`src/rtl/mem_port_arbiter.sv`:
```
// mem_port_arbiter: shares one single-ported memory bus between the fetch
// port and the load/store port, one transaction in flight at a time.
// Data port has priority; fetch is forced through after STARVE_MAX losses.
// Optional perf counters are built when MEM_ARB_PERF_EN is defined.
`timescale 1ns/1ps
module mem_port_arbiter #(
  parameter int unsigned AW         = 32,
  parameter int unsigned DW         = 32,
  parameter int unsigned STARVE_MAX = 3,
  parameter int unsigned PERF_W     = 32
) (
  input  logic              clk_i,
  input  logic              rst_ni,
  input  logic              if_req_i,
  input  logic [AW-1:0]     if_addr_i,
  output logic [DW-1:0]     if_rdata_o,
  output logic              if_done_o,
  output logic              if_stall_o,
  input  logic              d_req_i,
  input  logic              d_we_i,
  input  logic [AW-1:0]     d_addr_i,
  input  logic [DW-1:0]     d_wdata_i,
  input  logic [DW/8-1:0]   d_be_i,
  output logic [DW-1:0]     d_rdata_o,
  output logic              d_done_o,
  output logic              d_stall_o,
  output logic              mem_req_o,
  output logic              mem_we_o,
  output logic [AW-1:0]     mem_addr_o,
  output logic [DW-1:0]     mem_wdata_o,
  output logic [DW/8-1:0]   mem_be_o,
  input  logic              mem_gnt_i,
  input  logic              mem_rvalid_i,
  input  logic [DW-1:0]     mem_rdata_i,
  output logic [PERF_W-1:0] perf_conflict_o,
  output logic [PERF_W-1:0] perf_if_wait_o
);
  localparam int unsigned BW = DW / 8;
  localparam int unsigned SW = $clog2(STARVE_MAX + 1);

  typedef enum logic [1:0] {
    IDLE     = 2'd0,
    WAIT_GNT = 2'd1,
    WAIT_RSP = 2'd2
  } state_e;

  state_e        state_q, state_d;
  logic          owner_is_d_q, owner_is_d_d;  // 1: data port owns the bus
  logic          abandon_q, abandon_d;        // owner dropped its request in flight
  logic [SW-1:0] starve_q, starve_d;
  logic          we_q, we_d;
  logic [AW-1:0] addr_q, addr_d;
  logic [DW-1:0] wdata_q, wdata_d;
  logic [BW-1:0] be_q, be_d;
  logic [DW-1:0] if_rdata_q, if_rdata_d;
  logic [DW-1:0] d_rdata_q, d_rdata_d;
  logic          d_wins, if_wins, owner_req;

  // Stalls follow the live request until its done pulse.
  assign if_stall_o = if_req_i & ~if_done_o;
  assign d_stall_o  = d_req_i & ~d_done_o;

  // Arbitration, bus sequencing and response routing.
  always_comb begin
    state_d      = state_q;
    owner_is_d_d = owner_is_d_q;
    abandon_d    = abandon_q;
    starve_d     = starve_q;
    we_d         = we_q;
    addr_d       = addr_q;
    wdata_d      = wdata_q;
    be_d         = be_q;
    if_rdata_d   = if_rdata_q;
    d_rdata_d    = d_rdata_q;
    mem_req_o    = 1'b0;
    if_done_o    = 1'b0;
    d_done_o     = 1'b0;
    d_wins       = d_req_i && (starve_q < SW'(STARVE_MAX));
    if_wins      = !d_wins && if_req_i;
    owner_req    = owner_is_d_q ? d_req_i : if_req_i;

    case (state_q)
      IDLE: begin
        if (d_wins || if_wins) begin
          mem_req_o    = 1'b1;
          owner_is_d_d = d_wins;
          abandon_d    = 1'b0;
          we_d         = d_wins && d_we_i;
          addr_d       = d_wins ? d_addr_i : if_addr_i;
          wdata_d      = d_wins ? d_wdata_i : '0;
          be_d         = d_wins ? d_be_i : '1;
          if (if_wins) begin
            starve_d = '0;
          end else if (if_req_i && (starve_q != SW'(STARVE_MAX))) begin
            starve_d = starve_q + SW'(1);
          end
          state_d = mem_gnt_i ? WAIT_RSP : WAIT_GNT;
        end
      end
      WAIT_GNT: begin
        mem_req_o = 1'b1;
        if (!owner_req) abandon_d = 1'b1;
        if (mem_gnt_i) state_d = WAIT_RSP;
      end
      WAIT_RSP: begin
        if (!owner_req) abandon_d = 1'b1;
        if (mem_rvalid_i) begin
          state_d = IDLE;
          if (owner_req && !abandon_q) begin
            if (owner_is_d_q) begin
              d_done_o  = 1'b1;
              d_rdata_d = mem_rdata_i;
            end else begin
              if_done_o  = 1'b1;
              if_rdata_d = mem_rdata_i;
            end
          end
        end
      end
      default: state_d = IDLE;
    endcase

    mem_we_o    = we_d;
    mem_addr_o  = addr_d;
    mem_wdata_o = wdata_d;
    mem_be_o    = be_d;
    if_rdata_o  = if_rdata_d;
    d_rdata_o   = d_rdata_d;
  end

  // State and captured transaction registers.
  always_ff @(posedge clk_i or negedge rst_ni) begin
    if (!rst_ni) begin
      state_q      <= IDLE;
      owner_is_d_q <= 1'b0;
      abandon_q    <= 1'b0;
      starve_q     <= '0;
      we_q         <= 1'b0;
      addr_q       <= '0;
      wdata_q      <= '0;
      be_q         <= '0;
      if_rdata_q   <= '0;
      d_rdata_q    <= '0;
    end else begin
      state_q      <= state_d;
      owner_is_d_q <= owner_is_d_d;
      abandon_q    <= abandon_d;
      starve_q     <= starve_d;
      we_q         <= we_d;
      addr_q       <= addr_d;
      wdata_q      <= wdata_d;
      be_q         <= be_d;
      if_rdata_q   <= if_rdata_d;
      d_rdata_q    <= d_rdata_d;
    end
  end

`ifdef MEM_ARB_PERF_EN
  logic [PERF_W-1:0] conflict_q, conflict_d, if_wait_q, if_wait_d;

  // Count contended idle cycles and fetch stall cycles, wrapping.
  always_comb begin
    conflict_d = conflict_q + PERF_W'(state_q == IDLE && if_req_i && d_req_i);
    if_wait_d  = if_wait_q + PERF_W'(if_stall_o);
  end

  // Perf counter registers.
  always_ff @(posedge clk_i or negedge rst_ni) begin
    if (!rst_ni) begin
      conflict_q <= '0;
      if_wait_q  <= '0;
    end else begin
      conflict_q <= conflict_d;
      if_wait_q  <= if_wait_d;
    end
  end

  assign perf_conflict_o = conflict_q;
  assign perf_if_wait_o  = if_wait_q;
`else
  assign perf_conflict_o = '0;
  assign perf_if_wait_o  = '0;
`endif

endmodule

```
`config.mk`:
```
export PLATFORM = sky130hd
export DESIGN_NAME = mem_port_arbiter
export DESIGN_NICKNAME = d
export VERILOG_FILES = /design/src/rtl/mem_port_arbiter.sv
export SDC_FILE = /design/constraint.sdc
export NUM_CORES = 1
export LEC_CHECK = 0
export BUFFER_PORTS_ARGS = -buffer_cell sky130_fd_sc_hd__buf_2
export CAP_MARGIN = 10
export CELL_PAD_IN_SITES_DETAIL_PLACEMENT = 0
export CELL_PAD_IN_SITES_GLOBAL_PLACEMENT = 1
export CORE_ASPECT_RATIO = 1.1
export CORE_MARGIN = 10
export CORE_UTILIZATION = 31
export DETAILED_ROUTE_END_ITERATION = 10
export MAX_ROUTING_LAYER = met4
export PLACE_DENSITY = 0.73
export SLEW_MARGIN = 20
export SYNTH_ARGS = -nofsm -noshare
export SYNTH_HDL_FRONTEND = slang
export SYNTH_SLANG_ARGS = --single-unit
```
`constraint.sdc`:
```
create_clock -name clk_i -period 1.5 [get_ports clk_i]
set_input_delay 0.075 -clock clk_i [delete_from_list [all_inputs] [get_ports clk_i]]
set_output_delay 0.075 -clock clk_i [all_outputs]
set_load 0.05 [all_outputs]
```
==> impl_metrics.py <==
metrics = {
    "status": {
        "outcome": "finished, violations left",
        "violations": "negative setup slack",
    },
    "worst_setup_path": {
        "r2r-start": "starve_q[1]",
        "worst_setup_path_end_kind": "output pin",
        "crit_required_ns": 1.42,
        "path_class": "reg2out",
        "cpMostUsedCell": "mux2_4",
        "crit_start": "starve_q[1]",
        "r2r_slack_ns": -0.40,
        "worstPathArrival_ns": 2.23,
        "startpoint_type": "flip-flop",
        "slowest_delay_ns": 0.41,
        "r2r_cells": 7,
        "r2r_end": "addr_q[25]",
        "cp_cell_sequence": "ha_4 -> nor2b_4 -> buf_6 -> buf_16 -> mux2_4 -> mux2_4 -> buf_8",
        "endpoint": "mem_addr_o[25]",
        "slowest_stage": "dfrtp_1",
        "cp_max_fo": 5,
    },
    "die": {
        "die_y_um": 172,
        "start_util": 0.315,
        "fp.dieArea_mm2": 0.0271,
        "num_rows": 55,
        "die_x_um": 158,
        "io_pins": 341,
        "core_area_mm2": 0.0206,
    },
    "power_and_ir_drop": {
        "clkPwrFrac": 0.126,
        "seqPwrFrac": 0.190,
        "p_sw_uw": 15000,
        "max-vdd-ir-drop_mv": 1.24,
        "switching_share": 0.466,
        "internal_power_uw": 17200,
        "p_comb_frac": 0.684,
        "cellLeakagePower_uw": 0.00630,
        "powerDensity_mw_per_mm2": 2410,
    },
    "grt": {
        "antenna_found_initial": 0,
        "overflow": 0,
        "grt_pass1_vias": 6015,
        "grt_max_degree": 43,
        "grt_use_total": 0.163,
        "grt_pass1_wl_um": 33700,
    },
    "timing": {
        "rsz0062_at_grt": "yes",
        "drv_slew": 0,
        "setup_viol": 276,
        "fmaxAchievable_mhz": 434,
        "skew_ns": 0.0118,
        "setup_tns_ns": -121.31,
        "layout_worst_path_cycle_share": 1.54,
        "hold_viol": 0,
        "fin_crit_ns": 2.31,
        "fin_ws_ns": -0.806,
    },
    "synth": {
        "syn_avg_cell_area_um2": 12.6,
        "ys_ff_latch": 139,
        "yosysSeqAreaShare": 0.536,
        "yosysUniqueCellTypes": 31,
        "synth_area_mm2": 0.00649,
        "synth_cells": 514,
        "synth_warnings": 0,
    },
    "placed_design": {
        "io_buffer_count": 276,
        "gp_congestion": 0.751,
        "dpl.hpwl_um": 16300,
    },
    "clock_tree": {
        "root_buffer": "clkbuf_16",
        "numCtsBuffers": 17,
        "cts.sinks": 139,
        "cts.htree.levels": 4,
        "clockBufferDepth": 2,
        "path_clk_slew_ns": 0.07,
        "cts_tree": "yes",
        "clk_latency_ns": 0.42,
    },
    "route": {
        "drt_iter0_markers": 156,
        "top_layer": "met4",
        "dr.pass1.iters": 5,
        "wl_met2_um": 13100,
        "wl_per_cell_um": 19.8,
        "finalWirelength_um": 24300,
        "wl_met1_um": 9550,
        "remaining_drc_errors": 0,
        "antenna_left": 0,
        "vias": 5495,
        "dr_wl_met3_um": 1430,
        "vias_per_cell": 4.47,
    },
    "layout": {
        "areaGrowthSynthToFinish_pct": 106,
        "drive_above_1_share": 0.692,
        "post-route-util": 0.650,
        "num-fill-cells": 1413,
        "nets": 1103,
    },
    "min_path": {
        "min-delay-path-class": "in2reg",
    },
    "run": {
        "cap_violations": 0,
    },
}
-- layout by cell type, fill, tap and decap left out, types with 3 or more instances in the layout --
cell type,n
nor2_4,6
buf_6,122
clkbuf_16,22
dlygate4sd3_1,67
mux2_4,126
inv_6,5
buf_12,30
buf_4,36
a21oi_1,5
dfrtp_1,139
nand3b_1,3
nand2_1,5
a21oi_4,4
nor2b_4,3
nand3_4,57
buf_8,52
conb_1,64
nand3_2,8
ha_4,3
buf_16,4
buf_2,141
nand2_4,7
nand2_8,27
clkinvlp_4,4
-- registers in the layout, indices dropped and copies added, names as in the netlist --
| signal | flops |
|---|---|
| addr_q | 32 |
| d_rdata_q | 32 |
| if_rdata_q | 32 |
| wdata_q | 32 |
| be_q | 4 |
| starve_q | 2 |
| state_q | 2 |
| abandon_q | 1 |
| owner_is_d_q | 1 |
| we_q | 1 |
-- cells by family (layout without fill, tap and decap cells) --
group,after synthesis,after routing,share of synthesized area
fa+ha+maj,4,4,0.00771
other cells,1,65,0.000578
simple gates,124,124,0.0916
compound gates,22,22,0.0239
mux,127,127,0.235
flops,139,139,0.536
buf+inv,97,493,0.105
-- metal layers --
| layer | vias to the layer above | global-route usage |
|---|---|---|
| met3 | 21 | 0.0402 |
| met4 | 0 | 0.0476 |
| met5 | - | - |
| met1 | 2736 | 0.188 |
| met2 | 191 | 0.277 |
| li1 | 2547 | - |
-- cell type report --
cell class / instances / area [um^2] / share of cell area
clock buffers: 18 / 439 / 0.0328
diodes: 1 / 2.50 / 0.000187
well taps: 256 / 320 / 0.0239
flip-flops and latches: 139 / 3480 / 0.260
repair buffers: 458 / 4640 / 0.347
multi-input cells: 341 / 4350 / 0.325
clock inverters: 14 / 130 / 0.00973
inverters: 3 / 11.3 / 0.000842
-- what timing repair did --
action                                 in CTS  in global routing
buffers inserted                            7                 35
gates resized for setup                   182                290
endpoints found under the hold margin     228                  0
gates cloned                                3                  7
pin swaps                                   0                 14
setup endpoints to repair                 277                277
hold buffers                               67                  0
-- power by group through the flow --
stage	clock (uW)	sequential (uW)	combinational (uW)
after floorplan	0	5910	13200
after global placement	0	5990	17000
after detailed placement	0	6070	17100
after CTS	4170	6020	19300
after global routing	4370	6300	22900
final	4050	6130	22100
-- how the worst min path moves through the flow --
stage               slack [ns]  cells after the start           end      startpoint
global placement        -0.007                      1  d_rdata_q[0]          rst_ni
CTS                     0.0005                      3  d_rdata_q[8]  mem_rdata_i[8]
finish                    0.03                      3    addr_q[26]   if_addr_i[26]
global route              0.02                      3    addr_q[26]    d_addr_i[26]
detailed placement      -0.003                      1  d_rdata_q[0]          rst_ni
floorplan                -0.22                      0     abandon_q          rst_ni
-- per-stage QoR --
step | setup WS, ns | hold slack (ns) | total power [uW] | std cells | cell area (um^2)
floorplan | -0.281 | -0.221 | 19100 | 577 | 8310
global placement | -0.359 | -0.00704 | 23000 | 1084 | 10000
detailed placement | -0.399 | -0.00304 | 23200 | 1084 | 10000
CTS | -0.835 | 0.000501 | 29500 | 1193 | 12000
global route | -0.869 | 0.0160 | 33600 | 1229 | 13400
finish | -0.806 | 0.0320 | 32300 | 1230 | 13400
-- cell usage after synthesis --
master | instances | area, um^2
a21boi_1 | 1 | 7.51
a21oi_1 | 9 | 45.0
a22o_1 | 2 | 17.5
and3_1 | 1 | 6.26
buf_1 | 1 | 3.75
buf_2 | 6 | 30.0
buf_4 | 72 | 541
buf_6 | 5 | 56.3
clkbuf_1 | 10 | 37.5
conb_1 | 1 | 3.75
dfrtp_1 | 139 | 3480
ha_1 | 4 | 50.1
inv_1 | 3 | 11.3
mux2_1 | 23 | 259
mux2_2 | 78 | 878
mux2_4 | 26 | 390
nand2_1 | 40 | 150
nand2b_1 | 3 | 18.8
nand3_1 | 66 | 330
nand3b_1 | 3 | 22.5
nor2_1 | 4 | 15.0
nor2_2 | 2 | 12.5
nor2b_1 | 4 | 25.0
nor2b_4 | 1 | 13.8
o2111ai_1 | 2 | 17.5
o211ai_1 | 2 | 15.0
o21ai_0 | 1 | 5.00
o21ai_1 | 1 | 5.00
o21ai_4 | 1 | 16.3
o221ai_1 | 1 | 8.76
o2bb2ai_1 | 2 | 17.5
-- critical path, delay by kind of cell (launching register included) --
kind                       cells  cell delay, ns
buffers and inverters          3            0.45
and+or+nand+nor                1            0.19
adders and majority gates      1            0.18
DFF                            1            0.41
muxes                          2            0.58
Note: power is estimated with default switching activity, not from simulation.
